$ cat config.mk
export PLATFORM = sky130hd
export DESIGN_NAME = pipeline_stall_ctrl
export DESIGN_NICKNAME = d
export VERILOG_FILES = /design/src/rtl/pipeline_stall_ctrl_pkg.sv /design/src/rtl/pipeline_stall_ctrl_sat_counter.sv /design/src/rtl/pipeline_stall_ctrl.sv
export SDC_FILE = /design/constraint.sdc
export NUM_CORES = 1
export LEC_CHECK = 0
export CORE_MARGIN = 2
export CORE_UTILIZATION = 50
export DETAILED_ROUTE_END_ITERATION = 12
export GPL_TIMING_DRIVEN = 1
export PLACE_DENSITY = 0.92
export SYNTH_ARGS = -nofsm -noshare
export SYNTH_HDL_FRONTEND = slang
export SYNTH_HIERARCHICAL = 1
export SYNTH_SLANG_ARGS = --single-unit
export TNS_END_PERCENT = 50
$ cat constraint.sdc
create_clock -name clk -period 4.6 [get_ports clk]
set_input_delay 1.38 -clock clk [delete_from_list [all_inputs] [get_ports clk]]
set_output_delay 1.38 -clock clk [all_outputs]
set_load 0.01 [all_outputs]
$ cat src/rtl/pipeline_stall_ctrl_pkg.sv
// ---------------------------------------------------------------------------
// rv32i_types
//   Shared pipeline types for the RV32I core.
//   - stall_state_t : stall controller state (RUN / WAIT)
//   - IFID..MEMWB   : indices of the inter-stage buffers in buf_load/buf_bubble
// ---------------------------------------------------------------------------
package rv32i_types;

  typedef enum logic {
    RUN  = 1'b0,
    WAIT = 1'b1
  } stall_state_t;

  localparam int IFID  = 0;
  localparam int IDEX  = 1;
  localparam int EXMEM = 2;
  localparam int MEMWB = 3;

endpackage

$ cat src/rtl/pipeline_stall_ctrl_sat_counter.sv
// ---------------------------------------------------------------------------
// sat_counter
//   Event counter that sticks at its all-ones value instead of wrapping.
//   Ports:
//     clk   in  1      clock
//     rst   in  1      synchronous active-low reset (clears count)
//     inc   in  1      count one event this cycle
//     count out CNT_W  current count
// ---------------------------------------------------------------------------
module sat_counter #(
  parameter int CNT_W = 32
) (
  input  logic             clk,
  input  logic             rst,
  input  logic             inc,
  output logic [CNT_W-1:0] count
);

  always_ff @(posedge clk) begin
    if (!rst) begin
      count <= '0;
    end else if (inc && (count != '1)) begin
      count <= count + CNT_W'(1);
    end
  end

endmodule

$ cat src/rtl/pipeline_stall_ctrl.sv
// ---------------------------------------------------------------------------
// pipeline_stall_ctrl
//   Decides, every cycle, whether the pipeline steps forward, which
//   inter-stage buffers load, which of them load a NOP bubble, and keeps
//   stall / flush / load-use bubble counters.
//   A step completes once the instruction fetch has responded and, if the
//   EX/MEM instruction accesses memory, the data port has responded too.
//   Responses that arrive early are remembered so the port is not
//   re-requested while the other port is still pending.
//   Ports:
//     clk, rst                        clock, synchronous active-low reset
//     inst_mem_resp, data_mem_resp    memory port done strobes
//     exmem_mem_read/_write           EX/MEM instruction needs data access
//     idex_is_load, idex_rd           load in ID/EX and its destination
//     ifid_rs1/_rs2, ifid_rs*_used    sources of the instruction in IF/ID
//     redirect                        EX resolved a taken control transfer
//     inst_mem_read                   fetch request
//     data_mem_read, data_mem_write   data request
//     pc_load, pc_redirect            PC enable / select EX target
//     buf_load, buf_bubble            per-buffer load / load-a-NOP
//     stall_cycles, flush_count,
//     bubble_count                    saturating performance counters
// ---------------------------------------------------------------------------
module pipeline_stall_ctrl
  import rv32i_types::*;
#(
  parameter int NUM_BUF = 4,
  parameter int REG_W   = 5,
  parameter int CNT_W   = 32
) (
  input  logic               clk,
  input  logic               rst,
  input  logic               inst_mem_resp,
  input  logic               data_mem_resp,
  input  logic               exmem_mem_read,
  input  logic               exmem_mem_write,
  input  logic               idex_is_load,
  input  logic [REG_W-1:0]   idex_rd,
  input  logic [REG_W-1:0]   ifid_rs1,
  input  logic [REG_W-1:0]   ifid_rs2,
  input  logic               ifid_rs1_used,
  input  logic               ifid_rs2_used,
  input  logic               redirect,
  output logic               inst_mem_read,
  output logic               data_mem_read,
  output logic               data_mem_write,
  output logic               pc_load,
  output logic               pc_redirect,
  output logic [NUM_BUF-1:0] buf_load,
  output logic [NUM_BUF-1:0] buf_bubble,
  output logic [CNT_W-1:0]   stall_cycles,
  output logic [CNT_W-1:0]   flush_count,
  output logic [CNT_W-1:0]   bubble_count
);

  stall_state_t state_reg, state_next;
  logic inst_done_q, data_done_q;
  logic inst_done_next, data_done_next;
  logic data_need, advance, hazard;
  logic redirect_fire, hazard_fire;

  // Step completion is combinational so a response that lands on the final
  // cycle advances the pipeline immediately without touching the flags.
  always_comb begin
    data_need = exmem_mem_read | exmem_mem_write;
    advance   = (inst_done_q | inst_mem_resp) &
                (!data_need | data_done_q | data_mem_resp);
    hazard    = idex_is_load & (idex_rd != '0) &
                ((ifid_rs1_used & (ifid_rs1 == idex_rd)) |
                 (ifid_rs2_used & (ifid_rs2 == idex_rd)));
    redirect_fire = advance & redirect;
    hazard_fire   = advance & !redirect & hazard;
  end

  // Flags remember a response until the step completes; a response on an
  // already-flagged port changes nothing.
  always_comb begin
    inst_done_next = inst_done_q;
    data_done_next = data_done_q;
    if (advance) begin
      inst_done_next = 1'b0;
      data_done_next = 1'b0;
    end else begin
      if (inst_mem_resp) inst_done_next = 1'b1;
      if (data_mem_resp) data_done_next = 1'b1;
    end
  end

  always_ff @(posedge clk) begin
    if (!rst) begin
      state_reg   <= RUN;
      inst_done_q <= 1'b0;
      data_done_q <= 1'b0;
    end else begin
      state_reg   <= state_next;
      inst_done_q <= inst_done_next;
      data_done_q <= data_done_next;
    end
  end

  always_comb begin
    state_next = state_reg;
    case (state_reg)
      RUN:     if (!advance) state_next = WAIT;
      WAIT:    if (advance)  state_next = RUN;
      default: state_next = RUN;
    endcase
  end

  always_comb begin
    inst_mem_read  = !inst_done_q;
    data_mem_read  = exmem_mem_read  & !data_done_q;
    data_mem_write = exmem_mem_write & !data_done_q;
    // A load-use hazard holds the PC and IF/ID while ID/EX takes a bubble.
    pc_load        = advance & !hazard_fire;
    pc_redirect    = redirect_fire;
  end

  genvar gi;
  generate
    for (gi = 0; gi < NUM_BUF; gi++) begin : g_buf
      if (gi == IFID) begin : g_ifid
        assign buf_load[gi]   = advance & !hazard_fire;
        assign buf_bubble[gi] = redirect_fire;
      end else if (gi == IDEX) begin : g_idex
        assign buf_load[gi]   = advance;
        assign buf_bubble[gi] = redirect_fire | hazard_fire;
      end else begin : g_rest
        assign buf_load[gi]   = advance;
        assign buf_bubble[gi] = 1'b0;
      end
    end
  endgenerate

  sat_counter #(.CNT_W(CNT_W)) u_stall_cnt (
    .clk   (clk),
    .rst   (rst),
    .inc   (!advance),
    .count (stall_cycles)
  );

  sat_counter #(.CNT_W(CNT_W)) u_flush_cnt (
    .clk   (clk),
    .rst   (rst),
    .inc   (redirect_fire),
    .count (flush_count)
  );

  sat_counter #(.CNT_W(CNT_W)) u_bubble_cnt (
    .clk   (clk),
    .rst   (rst),
    .inc   (hazard_fire),
    .count (bubble_count)
  );

endmodule
==> results of run 1 <==
==> repair_timing <==
action,CTS,global route
resized for setup,3,4
endpoints found under the setup margin,3,2
buffers inserted,0,0
pin swaps,2,3
==> per-layer routing <==
| metal | up-vias | wire, um | track usage, % |
|---|---|---|---|
| met4 | 0 | 370 | 9.98 |
| met5 | - | 0 | 0 |
| met2 | 288 | 7720 | 45.3 |
| li1 | 2698 | - | - |
| met3 | 34 | 1200 | 5.79 |
| met1 | 2683 | 6420 | 33.7 |
==> tightest hold or removal path, delay by kind of cell (launching register included) <==
kind,cells,cell delay (ns)
flops,1,0.34
simple gates,1,0.06
mux,1,0.05
==> metrics by stage <==
| stage | worst slack, ns | power [mW] | instance area, sq um |
|---|---|---|---|
| after CTS | 0.0717 | 1.58 | 7060 |
| final | 0.0919 | 1.57 | 7080 |
| after global routing | 0.0258 | 1.63 | 7080 |
| after detailed placement | -0.155 | 1.01 | 6860 |
| after global placement | -0.0656 | 1.00 | 6860 |
| after floorplan | 0.442 | 0.942 | 5440 |
==> kinds of logic after synthesis <==
kind of cell	count (synthesis)
AND/OR/NAND/NOR	302
adder cells (fa/ha/maj)	3
other	1
flip-flops	98
XOR/XNOR	25
buffers and inverters	55
AO/OA/AOI/OAI	137
multiplexers	21
==> path summary, 6_finish.rpt <==
path	start	endpoint	slack (ns)	depth (start not counted)
hold / removal	u_flush_cnt/count[27]$_SDFFE_PN0P_	u_flush_cnt/count[27]$_SDFFE_PN0P_	0.49	2
hold reg to reg	u_flush_cnt/count[27]$_SDFFE_PN0P_	u_flush_cnt/count[27]$_SDFFE_PN0P_	0.49	2
setup reg to reg	u_stall_cnt/count[4]$_SDFFE_PN0P_	u_stall_cnt/count[30]$_SDFFE_PN0P_	1.71	5
setup / recovery	exmem_mem_write	buf_bubble[0]	0.09	7
==> registers in the layout (all words and copies together), names as in the netlist <==
register,flops
u_bubble_cnt/count,32
u_flush_cnt/count,32
u_stall_cnt/count,32
data_done_q,1
inst_done_q,1
==> report_power, final <==
part | internal, mW | leakage (nW) | switching, mW
logic | 0.0604 | 1.32 | 0.0641
registers | 0.853 | 0.790 | 0.00836
clock network | 0.281 | 0.0986 | 0.306
==> cell type report <==
cell class                      count  area (sq um)  share of cell area, %
Clock buffer                       12           155                   2.19
Clock inverter                      4          50.0                  0.707
Inverter                           12          45.0                  0.636
Multi-Input combinational cell    490          3260                   46.1
Sequential cell                    98          1960                   27.7
Tap cell                          140           175                   2.48
Timing Repair Buffer              147          1430                   20.2
==> cells in the final DEF (no fill, tap or decap), types with 16 or more instances in the layout <==
cell and n:
a21oi_1 45, and4_1 18, buf_4 16, clkdlybuf4s50_1 125
dfxtp_1 98, mux2i_1 21, nand2_1 50, nand2b_1 27
nand3_1 36, nand4_1 27, nor2_1 32, nor4_1 16
o31ai_1 34, or4_1 34
==> impl_metrics.csv, run 1 <==
group,metric,value,unit
placement,hpwl,11500,um
clock_tree,clock_path_buffers,2,
floorplan,fp.dieArea,0.0117,sq mm
timing,rsz0062_at_grt,"false",
synthesis,syn-mean-instance-area,8.47,sq um
floorplan,rows,38,
critical_path,worstPathRequired,3.22,ns
synthesis,ys_async_sr_fraction,0,%
detailed_routing,ant_nets,0,
synthesis,synth_area_leader_cell,"dfxtp_1",
critical_path,cp-end-kind,"output pin",
status,status,"completed",
timing,max_slew_margin,33.0,%
run,maxCapViolCount,0,
synthesis,ys_warn_count,6,
critical_path,critPathArrivalTime,3.13,ns
grt,grt_pass1_vias,5319,
synthesis,syn_inst,642,
floorplan,fp.coreArea,0.0107,sq mm
critical_path,crit_buf_inv,4,
placement,gp_congestion,0.887,
synthesis,synth_common_cells,"dfxtp_1, nand2_1, a21oi_1, nand3_1",
synthesis,syn_area,0.00544,sq mm
timing,whs,0.494,ns
clock_tree,cts_buffers,9,
critical_path,path_class,"input port to output pin",
synthesis,ys_ff_latch,98,
final_layout,final_cells,903,
synthesis,synth_flop_cell,"dfxtp_1",
floorplan,die_w,108,um
final_layout,utilization,65.9,%
synthesis,synth.area.mux_share,3.87,%
final_layout,layout.nets,786,
placement,portBuffers,131,
detailed_routing,wl_per_cell,17.4,um
critical_path,slowest_stage,"clkdlybuf4s50_1",
timing,setup_viol,0,
synthesis,synthAdderAreaFrac,0.691,%
clock_tree,cts_root_buffer,"clkbuf_8",
final_layout,final_layout_size_suffix_gt1_share,7.60,%
floorplan,start_util,50.6,%
timing,finalCritPeriodShare,98.0,%
grt,antenna_found_initial,0,
timing,finClkSkew,0.0183,ns
detailed_routing,wl,15700,um
timing,hold_violations,0,
timing,fmax,222,MHz
synthesis,netlist-cell-type-count,45,
clock_tree,clock_latency,0.37,ns
clock_tree,cts_tree,"done",
synthesis,synth_simple_gate_area_share,32.9,%
critical_path,crit_path_max_incr_delay,0.55,ns
placement,placed_cells,887,
critical_path,crit_path_start_kind,"input port",
critical_path,crit_chain,"clkdlybuf4s50_1, nor2_1, o32ai_2, inv_1, nand2_1, inv_1, clkdlybuf4s50_1",
floorplan,dieHeight,108,um
clock_tree,holdBufCountCts,0,
critical_path,cp_top_family,"buffers and inverters",
synthesis,synth_top_family_by_area,"simple AND/OR/NAND/NOR gates",
synthesis,synth_compound_area_share,17.8,%
power_and_ir_drop,peakVddDrop,0.113,mV
timing,drv_slew,0,
power_and_ir_drop,power_density,222,mW/mm^2
power_and_ir_drop,p_leak,2.21,nW
synthesis,synth_top_area_share,36.1,%
synthesis,synth_edf_count,0,
final_layout,area_growth,30.2,%
grt,grt_first_pass_wirelength,25600,um
synthesis,seq_area_frac_synth,36.1,%
grt,grt_max_degree,42,
detailed_routing,remaining_drc_errors,0,
clock_tree,clock-sinks,98,
final_layout,antenna_cells,0,
critical_path,path_max_fanout,3,
floorplan,io_pins,134,
detailed_routing,vias,5703,
clock_tree,htreeDepth,3,
detailed_routing,drt_iter0_markers,531,
timing,worst_pin_slew,0.996,ns
synthesis,synthXorXnorAreaFrac,4.03,%
detailed_routing,dr.pass1.iters,6,
grt,grt_usage,26.9,%
min_path,hold_path_class,"register to register",
synthesis,synthTopCellsByArea,"dfxtp_1, o31ai_1, or4_1, a21oi_1, mux2i_1",
grt,overflow,0,
synthesis,synth.most_common_cell,"dfxtp_1",
detailed_routing,vias_per_cell,6.32,
final_layout,n_fill_cell,879,
clock_tree,clkSlewWorstSetupHoldPaths,0.09,ns
timing,setup_tns,0,ns
timing,layout_min_cycle_time,4.51,ns
Note: power is estimated with default switching activity, not from simulation.
==> run 2, diff against run 1 <==
CTS_CLUSTER_SIZE = 12   (was not set)
==> results of run 2 <==
No change in the layout: final DEF, timing and power equal those of run 1.
==> RTL edit, RTL diff (settings of run 1) <==
Register the output `pc_redirect`, with the module's reset; this adds one clock of latency there. The other outputs are not delayed to match.
--- a/src/rtl/pipeline_stall_ctrl.sv
+++ b/src/rtl/pipeline_stall_ctrl.sv
@@ -52,6 +52,8 @@
   output logic [CNT_W-1:0]   flush_count,
   output logic [CNT_W-1:0]   bubble_count
 );
+
+  logic pc_redirect_d;
 
   stall_state_t state_reg, state_next;
   logic inst_done_q, data_done_q;
@@ -113,7 +115,7 @@
     data_mem_write = exmem_mem_write & !data_done_q;
     // A load-use hazard holds the PC and IF/ID while ID/EX takes a bubble.
     pc_load        = advance & !hazard_fire;
-    pc_redirect    = redirect_fire;
+    pc_redirect_d  = redirect_fire;
   end
 
   genvar gi;
@@ -153,4 +155,12 @@
     .count (bubble_count)
   );
 
+  always_ff @(posedge clk) begin
+    if (!rst) begin
+      pc_redirect <= '0;
+    end else begin
+      pc_redirect <= pc_redirect_d;
+    end
+  end
+
 endmodule
Check against the original RTL: not equivalent (a bounded check fails within 4 cycles, from zero or initial values and one cycle with rst low).
==> RTL edit against run 1 <==
Routed wire length shrank 0.10%. Sequential cell count increased by 1. Synthesized area increased by 0.48%. Worst setup slack gained 14 ps. Design area rose by 0.11%. Total power decreased by 0.75%. Highest routed layer unchanged.
==> RTL edit: results (changes against run 1) <==
P_int - 1.19 mW (-0.65%)
hold endpoint - u_bubble_cnt/count[27]
overall routed net length - 15700 um (-0.10%)
clock skew - 12.1 ps (-6.26 ps)
total number of vias - 5714 (+0.19%)
Reg2Reg Capture Point - u_bubble_cnt/count[31]
DR pass1 iterations - 7 (+1)
Synth area leaders - dfxtp_1 36%, o31ai_1 4.7%, or4_1 4.7%, a21oi_1 4.1%, mux2i_1 3.8%
Rel. slew slack - 31.5% (-1.6 points)
FMAX - 223 MHz (+0.31%)
largest net degree at the start of global routing - 38 (-9.5%)
critical path data arrival time - 3110 ps (-20 ps)
diode count - 0 (unchanged)
clk_lat worst skew - 370 ps (about the same)
Synth top cells by count - 99 x dfxtp_1, 50 x nand2_1, 45 x a21oi_1, 36 x nand3_1
status - finished, final reports clean
Worst Reg-to-Reg Cells - 9 (+4)
initial DRC count - 433 (-18%)
first-pass GRT wire length - 24900 um (-2.5%)
gp weighted congestion - 0.903 (+1.9%)
CTS Root Cell - clkbuf_8
P_leak - 2.21 nW (-0.23%)
HP Start - u_bubble_cnt/count[27]
start point of the critical path - exmem_mem_write
Layout Nets - 787 (+0.13%)
DP HPWL - 11400 um (-0.60%)
sequential area share after synthesis - 36.3% (+0.19 points)
largest stage delay on the critical path - 510 ps (-40 ps)
Crit Reg-Reg Startpoint - data_done_q
placed cell count - 887 (unchanged)
Tot GR Track Use - 26.1% (-0.74 points)
number of global-route vias before repair - 5341 (+0.41%)
Hold Slack - 486 ps (-7.27 ps)
Place WS - -154 ps (+0.917 ps)
Max rail drop VDD - 129 uV (+15%)
[RTL edit: power groups by stage]
stage	Combinational, mW	Sequential, mW	Clock [mW]
2_1_floorplan	0.0608	0.891	0
3_3_place_gp	0.119	0.890	0
3_5_place_dp	0.126	0.891	0
4_1_cts	0.125	0.871	0.573
5_1_grt	0.136	0.872	0.611
6_report	0.127	0.871	0.563
[RTL edit: through the flow]
step | power, mW | setup TNS, ps | area [sq um]
after detailed placement | 1.02 | -379 | 6870
after global placement | 1.01 | -102 | 6870
after global routing | 1.62 | -5.25 | 7080
after floorplan | 0.952 | 0 | 5470
final | 1.56 | 0 | 7080
after CTS | 1.57 | -70.5 | 7060
[RTL edit: cell type report]
| cell class | count | area, sq um |
|---|---|---|
| Clock inverter | 4 | 51.3 |
| Multi-Input combinational cell | 491 | 3270 |
| Timing Repair Buffer | 146 | 1420 |
| Fill cell | 898 | 3660 |
| Inverter | 12 | 45.0 |
| Sequential cell | 99 | 1980 |
| Tap cell | 140 | 175 |
| Clock buffer | 11 | 141 |
[RTL edit: routing by layer]
metal	wire (um)	global-route usage, %
met2	7970	45.6
met4	358	11.6
met5	0	0
met1	6340	31.3
met3	1020	4.46
[RTL edit: repair_timing]
action                                  CTS  global route
endpoints found under the setup margin    3             1
setup buffers                             0             1
resized for setup                         2             7
hold endpoints to repair                  0             0
gates cloned                              0             0
pin swaps                                 1             2
[RTL edit: cell families after synthesis]
kind of cell    synth area share, %
simple gates                   32.9
compound gates                 17.7
flops                          36.3
buf+inv                        4.54
xor+xnor                       4.01
mux                            3.85
fa+ha+maj                     0.687
other cells                  0.0687
[RTL edit: tightest hold or removal path: stages (launching register included)]
cell and delay, ps:
dfxtp_1 340, nand2_1 60, mux2i_1 50
